## src/rtl/intr_ctrl.sv

```systemverilog
// rtl/intr_ctrl.sv - interrupt controller: programmable timer, synchronized external lines, priority request FSM
//
// Ports:
//   clk      - single clock, all state changes on its rising edge
//   reset    - asynchronous, active-high reset
//   opcode   - current instruction word; timer instruction is opcode[15:10] = 6'b101000
//   ext_irq  - asynchronous external interrupt lines, rising-edge sensitive
//   iack     - one-cycle CPU accept pulse for the presented request
//   iret     - one-cycle end-of-service pulse
//   ie1..ie4 - one-hot request lines (ie1 timer, ie2..ie4 ext_irq[0..2])
//   ivec     - index of the source in service (0 timer, 1..3 ext_irq[0..2])
//   busy     - high while a request is being serviced
module intr_ctrl #(
    parameter int SYNC_STAGES = 2
) (
    input  logic        clk,
    input  logic        reset,
    input  logic [15:0] opcode,
    input  logic [2:0]  ext_irq,
    input  logic        iack,
    input  logic        iret,
    output logic        ie1,
    output logic        ie2,
    output logic        ie3,
    output logic        ie4,
    output logic [1:0]  ivec,
    output logic        busy
);

    // Fewer than two flops is not a synchronizer; clamp silently.
    localparam int SS = (SYNC_STAGES < 2) ? 2 : SYNC_STAGES;

    typedef enum logic [1:0] {
        S_IDLE,
        S_REQ,
        S_SERVICE
    } state_t;

    // ---------------- timer ----------------
    logic       tmr_en;
    logic [2:0] tmr_base;
    logic [5:0] tmr_limit;
    logic [6:0] presc;
    logic [5:0] tick_cnt;
    logic       timer_op;
    logic       tmr_run;
    logic [6:0] presc_max;
    logic       tick;
    logic       timer_hit;

    assign timer_op  = (opcode[15:10] == 6'b101000);
    assign tmr_run   = tmr_en && (tmr_limit != 6'd0);
    // Prescaler terminal count is 2^B - 1, so a tick lands every 2^B clocks.
    assign presc_max = 7'((8'd1 << tmr_base) - 8'd1);
    assign tick      = tmr_run && (presc == presc_max);
    assign timer_hit = tick && ((tick_cnt + 6'd1) == tmr_limit);

    always_ff @(posedge clk or posedge reset) begin
        if (reset) begin
            tmr_en    <= 1'b0;
            tmr_base  <= 3'd0;
            tmr_limit <= 6'd0;
            presc     <= 7'd0;
            tick_cnt  <= 6'd0;
        end else if (timer_op) begin
            tmr_en    <= opcode[9];
            tmr_base  <= opcode[8:6];
            tmr_limit <= opcode[5:0];
            presc     <= 7'd0;
            tick_cnt  <= 6'd0;
        end else if (!tmr_run) begin
            presc     <= 7'd0;
            tick_cnt  <= 6'd0;
        end else if (tick) begin
            presc     <= 7'd0;
            tick_cnt  <= timer_hit ? 6'd0 : tick_cnt + 6'd1;
        end else begin
            presc     <= presc + 7'd1;
        end
    end

    // ---------------- external line synchronizers ----------------
    logic [2:0] sync_q [SS];
    logic [2:0] sync_prev;
    logic [2:0] ext_rise;

    assign ext_rise = sync_q[SS-1] & ~sync_prev;

    always_ff @(posedge clk or posedge reset) begin
        if (reset) begin
            for (int i = 0; i < SS; i++) begin
                sync_q[i] <= 3'b000;
            end
            sync_prev <= 3'b000;
        end else begin
            sync_q[0] <= ext_irq;
            for (int i = 1; i < SS; i++) begin
                sync_q[i] <= sync_q[i-1];
            end
            sync_prev <= sync_q[SS-1];
        end
    end

    // ---------------- pending bits ----------------
    // bit 0 timer, bits 1..3 ext_irq[0..2]; a new event beats a same-cycle clear.
    state_t     state;
    logic [1:0] cur_src;
    logic [3:0] pend;
    logic [3:0] pend_set;
    logic [3:0] pend_clr;
    logic [1:0] sel_idx;
    logic [3:0] ie_q;

    assign pend_set = {ext_rise, timer_hit};
    assign pend_clr = (state == S_REQ && iack) ? (4'b0001 << cur_src) : 4'b0000;

    always_ff @(posedge clk or posedge reset) begin
        if (reset) begin
            pend <= 4'b0000;
        end else begin
            pend <= (pend & ~pend_clr) | pend_set;
        end
    end

    always_comb begin
        sel_idx = 2'd0;
        if (pend[0]) begin
            sel_idx = 2'd0;
        end else if (pend[1]) begin
            sel_idx = 2'd1;
        end else if (pend[2]) begin
            sel_idx = 2'd2;
        end else begin
            sel_idx = 2'd3;
        end
    end

    // ---------------- request FSM ----------------
    always_ff @(posedge clk or posedge reset) begin
        if (reset) begin
            state   <= S_IDLE;
            cur_src <= 2'd0;
            ie_q    <= 4'b0000;
            ivec    <= 2'd0;
            busy    <= 1'b0;
        end else begin
            case (state)
                S_IDLE: begin
                    if (pend != 4'b0000) begin
                        cur_src <= sel_idx;
                        ie_q    <= 4'b0001 << sel_idx;
                        state   <= S_REQ;
                    end
                end
                S_REQ: begin
                    if (iack) begin
                        ie_q  <= 4'b0000;
                        ivec  <= cur_src;
                        busy  <= 1'b1;
                        state <= S_SERVICE;
                    end
                end
                S_SERVICE: begin
                    if (iret) begin
                        busy  <= 1'b0;
                        state <= S_IDLE;
                    end
                end
                default: begin
                    ie_q  <= 4'b0000;
                    busy  <= 1'b0;
                    state <= S_IDLE;
                end
            endcase
        end
    end

    assign ie1 = ie_q[0];
    assign ie2 = ie_q[1];
    assign ie3 = ie_q[2];
    assign ie4 = ie_q[3];

endmodule

```

## config.mk

```make
export PLATFORM = sky130hd
export DESIGN_NAME = intr_ctrl
export DESIGN_NICKNAME = d
export VERILOG_FILES = /design/src/rtl/intr_ctrl.sv
export SDC_FILE = /design/constraint.sdc
export NUM_CORES = 1
export LEC_CHECK = 0
export ABC_CLOCK_PERIOD_IN_PS = 6500
export BUFFER_PORTS_ARGS = -buffer_cell sky130_fd_sc_hd__buf_2
export CORE_ASPECT_RATIO = 0.5
export CORE_UTILIZATION = 43
export DETAILED_ROUTE_END_ITERATION = 8
export GPL_ROUTABILITY_DRIVEN = 0
export PLACE_DENSITY = 0.67
export SYNTH_ARGS = -nofsm -noshare
export SYNTH_HDL_FRONTEND = slang
export SYNTH_SLANG_ARGS = --single-unit
```

## constraint.sdc

```tcl
create_clock -name clk -period 6.5 [get_ports clk]
set_clock_uncertainty 0.2 [all_clocks]
set_input_delay 0.325 -clock clk [delete_from_list [all_inputs] [get_ports clk]]
set_output_delay 0.325 -clock clk [all_outputs]
set_load 0.01 [all_outputs]
```

# Yosys cells after proc, flatten, opt, wreduce, memory -nomap -nowiden
# Index checks and enable logic that the tools add are counted.
dict set report word_totals {
  ff_bits 47
  elab_cells 69
  input_bits 23
  out_inout_bits 7
}
dict set report op_classes {
  add_sub_neg 3
  n_mux 21
  n_reduce_logical 12
  shifts 3
  n_bitwise 7
  n_eq_ne 9
}
# op n
set op_table {}
lappend op_table {{$mux 6} 4}
lappend op_table {{$mux 7} 3}
lappend op_table {{$mux 4} 3}
lappend op_table {{$pmux 4 s3} 1}
lappend op_table {{$mux 2} 5}
lappend op_table {{$reduce_and 3->1} 3}
lappend op_table {{$shl 1x2->4 const A} 2}
lappend op_table {{$add 7x1->7 const B} 1}
lappend op_table {{$eq 7x7->1} 1}
lappend op_table {{$shl 1x3->7 const A} 1}
lappend op_table {{$sub 7x1->7 const B} 1}
lappend op_table {{$add 6x1->6 const B} 1}
lappend op_table {{$eq 6x6->1} 1}
lappend op_table {{$eq 6x6->1 const B} 1}
lappend op_table {{$ne 2x2->1 const B} 3}
lappend op_table {{$pmux 2 s3} 1}
lappend op_table {{$reduce_bool 6->1} 1}
lappend op_table {{$and 4x4->4} 1}
lappend op_table {{$logic_and 1x1->1} 4}
lappend op_table {{$not 4->4} 1}
lappend op_table {{$or 4x4->4} 1}
lappend op_table {{$reduce_and 2->1} 2}
lappend op_table {{$reduce_bool 4->1} 1}
lappend op_table {{$and 3x3->3} 1}
lappend op_table {{8 further kinds} 11}

# Longest topological paths before layout
dict set report logic_depth {
  word_depth 9
  mapped_depth 7
  ltp_nobuf 7
}

# Worst setup path after synthesis
# No wires, ideal clock.
dict set report synth_path {
  kind {reg2reg}
  from {reg tick_cnt[0]}
  to {reg tick_cnt[3]}
  path_slack_ns 4.347
  required_ns 6.169
  n_path_buf 0
  path_stages_with_launch 8
  period_less_slack_ns 2.153
  arrival_ns 1.822
  cell_sequence {dfrtp_1 -> ha_1 -> or3b_1 -> and3_1 -> o32ai_2 -> nand3_2 -> nand4_1 -> o211ai_1}
}
dict set report synth_via {
  elab_chain_cells 7
}
# item line
set synth_rtl {}
lappend synth_rtl {{from (decl)} 44} ;# logic [5:0] tick_cnt;
lappend synth_rtl {{from (signal assigned)} 76} ;# tick_cnt <= timer_hit ? 6'd0 : tick_cnt + 6'd1;
lappend synth_rtl {{$add 6x1->6 *} {56, 76}}
lappend synth_rtl {{$eq 6x6->1} 56} ;# assign timer_hit = tick && ((tick_cnt + 6'd1) == tmr_limit);
lappend synth_rtl {{$logic_and 1x1->1} 56}
lappend synth_rtl {{$mux 6 *} 76}
lappend synth_rtl {{$mux 6 *} 74} ;# end else if (tick) begin
lappend synth_rtl {{$mux 6 *} 71} ;# end else if (!tmr_run) begin
lappend synth_rtl {{$mux 6 *} 65} ;# end else if (timer_op) begin
# Mark *: on every way between the ends. The rest lies on a longest branch, timed or not. The select of a mux whose other input is x is not followed.
# A chain may end at the register's enable or synchronous reset.

# Worst setup path after layout
dict set report layout_path {
  from {reg tick_cnt[0]}
  to {reg tick_cnt[4]}
}
# Same word-level chain as after synthesis.

==> metrics.yaml <==
clocking:
  cts_tree: "yes"
  post_cts_resized: 0
  cts_num_sinks: 47
  numCtsBuffers: 5
  ctsHoldBuffers: 3
  clockRootBuffer: "clkbuf_8"
  h-tree-depth: 2
  clk_pin_slew_ns: 0.09
  ctsLongestPathBuffers: 2
  cts_setup_buffers: 0
  clk_latency_ns: 0.30
grt:
  grt_pass1_wl_um: 7430
  first_global_vias: 1652
  grt_max_degree: 48
  antenna_found_initial: 0
  grtUsageTotal_pct: 17.4
  grt_overflow: 0
yosys:
  synth_seq_cells: 47
  ys.warnings.count: 0
  synth.cell_area_mm2: 0.00223
  synth.top_cell.area_share_pct: 52.8
  ys_async_sr_fraction_pct: 100
  synth_area_leader_cell: "dfrtp_1"
  synth_area_per_cell_um2: 10.9
  synth_edf_count: 0
  yosysSeqAreaShare_pct: 52.8
  synth_top_cells_by_area: "dfrtp_1 53%, mux2_2 5.1%, nand2_1 3.4%, xnor2_1 2.8%, o21ai_0 2.7%"
  synth_top_flop_cell: "dfrtp_1"
  syn-num-nets: 230
  synthCells: 205
  yosys.cell_types.count: 50
pwr:
  powerDensity_mw_per_mm2: 335
  ir_drop_mv: 0.133
  finalPower_mw: 0.865
  cellLeakagePower_nw: 1.15
worst_setup_path:
  startpoint_type: "flop"
  cp.arrival_ns: 2.40
  end_kind: "flop"
  required_ns: 6.48
  worstPathMaxFanout: 9
  critical_path_class: "flop to flop"
detailed_routing:
  vias: 1676
  ant_nets: 0
  drtPass1Iterations: 4
  viasPerCell: 5.42
  drc: 0
  first_iter_violations: 115
  drt_wl_total_um: 4210
  post_drt_wl_per_cell_um: 13.6
final_layout:
  nFillCells: 447
  diodes: 0
  ff_latch_area_mm2: 0.00118
  final_util_pct: 52.2
  multiInputGateArea_um2: 987
  nNetsFinal: 263
  area_growth_pct: 16.1
  postLayoutCellArea_mm2: 0.00258
  layout-drive-gt1-share_pct: 23.0
sta:
  min_period_ns: 2.41
  worst_slew_pin_slew_ns: 0.967
  post-route-period-util_pct: 37.1
  report.final.setup_viol: 0
  grt_setup_unrepaired: "false"
  max_freq_mhz: 415
  slew_headroom_pct: 35.4
  tns_ns: 0
  drv_slew: 0
  hold_viol_final: 0
die:
  design.die.area_mm2: 0.00549
  die_y_um: 52.9
  core_area_mm2: 0.00495
  dieWidth_um: 104
  rows: 18
  start_util_pct: 44.9
  num_io_pins: 30
flow_run:
  drv_cap: 0
placement:
  dp_hpwl_um: 2930
  placed_area_mm2: 0.00242
  portBuffers: 29
worst_hold_path:
  hp-class: "input pin to asynchronous set/reset pin"
status:
  status: "complete, no violations"
## critical path: stages (launching register included)
cell,delay [ns]
dfrtp_1,0.44
ha_1,0.29
or3b_1,0.37
and3_1,0.19
o32ai_2,0.30
nand3_2,0.24
nand4_1,0.16
o211ai_1,0.09
## cell usage in the layout, fill, tap and decap left out, drive strengths merged, types with 3 or more instances in the layout
master / synthesis / final
dlygate4sd3: 0 / 3
nand2: 20 / 20
nand2b: 3 / 3
nand4: 7 / 7
o21ai: 13 / 13
mux2: 10 / 10
o31ai: 5 / 5
nor3: 4 / 4
a21oi: 9 / 9
buf: 2 / 29
nor2: 14 / 14
dfrtp: 47 / 47
xnor2: 7 / 7
and3: 3 / 3
nand3: 7 / 7
inv: 7 / 7
xor2: 6 / 6
clkbuf: 4 / 6
## flip-flops by register name, indices dropped and copies added, names as in the netlist
register	flops
state	2
pend	4
cur_src	2
ie_q	4
tick_cnt	6
busy	1
tmr_limit	6
tmr_en	1
presc	7
sync_q	6
sync_prev	3
tmr_base	3
ivec	2
## metrics by stage
step                instances  hold WS [ns]  setup WS, ns
finish                    309        0.0417          4.09
CTS                       309        0.0414          4.12
global placement          298         0.134          4.23
floorplan                 205         0.131          4.35
global route              309        0.0361          3.97
detailed placement        298         0.135          4.13
## power breakdown
group	internal, mW	switching (mW)	total, mW
clock	0.154	0.0967	0.250
sequential	0.346	0.0601	0.406
combinational	0.0951	0.113	0.208
total	0.595	0.270	0.865
## cell type report
| cell class | instances | share of cell area (%) |
|---|---|---|
| Sequential cell | 47 | 45.5 |
| Multi-Input combinational cell | 145 | 38.2 |
| Timing Repair Buffer | 32 | 6.78 |
| Tap cell | 70 | 3.39 |
| Clock buffer | 6 | 2.81 |
| Clock inverter | 2 | 2.32 |
| Inverter | 7 | 1.02 |
## cells by family after synthesis
family          count (synthesis)  synth area share (%)
compound gates                 45                  14.6
buf+inv                        13                  2.87
flops                          47                  52.8
mux                            10                  5.06
fa+ha+maj                       2                  1.12
simple gates                   74                  17.5
xor+xnor                       14                  6.12
## worst paths after layout
check                                           to  cells after the start               startpoint  slack (ns)
setup / recovery           tick_cnt[4]$_DFFE_PP0P_                      7  tick_cnt[0]$_DFFE_PP0P_        4.09
hold / removal                 sync_q[1]$_DFF_PP0_                      2                    reset        0.04
setup reg to reg           tick_cnt[4]$_DFFE_PP0P_                      7  tick_cnt[0]$_DFFE_PP0P_        4.09
hold reg to reg                sync_q[0]$_DFF_PP0_                      0      sync_q[3]$_DFF_PP0_        0.14
max in group asynchronous      sync_q[4]$_DFF_PP0_                      2                    reset        5.45
min in group clk           tmr_base[1]$_DFFE_PP0N_                      2                opcode[7]        0.05
## synth_stat cells, types with 2 or more instances
library cell  number
o211ai_1           2
nor3_1             4
a32o_1             2
nand4_1            7
and3_1             3
a21oi_1            9
mux2_2            10
buf_6              2
dfrtp_1           47
o31ai_2            2
nand3_1            6
xor2_1             6
nand4b_1           2
o21ai_0           12
inv_1              7
nor3b_1            2
ha_1               2
clkbuf_1           4
nand2_1           20
nand2b_1           3
xnor2_1            7
o31ai_1            3
nor4_1             2
a21o_1             2
nor2_1            14
## layer usage
metal / wire length (um) / track usage [%] / part of all wire (%)
met5: 0 / 0 / 0
met4: 60 / 7.38 / 1.4
met3: 170 / 4.19 / 4.0
met2: 1880 / 29.6 / 45
met1: 2100 / 21.9 / 50
Note: power is estimated with default switching activity, not from simulation.
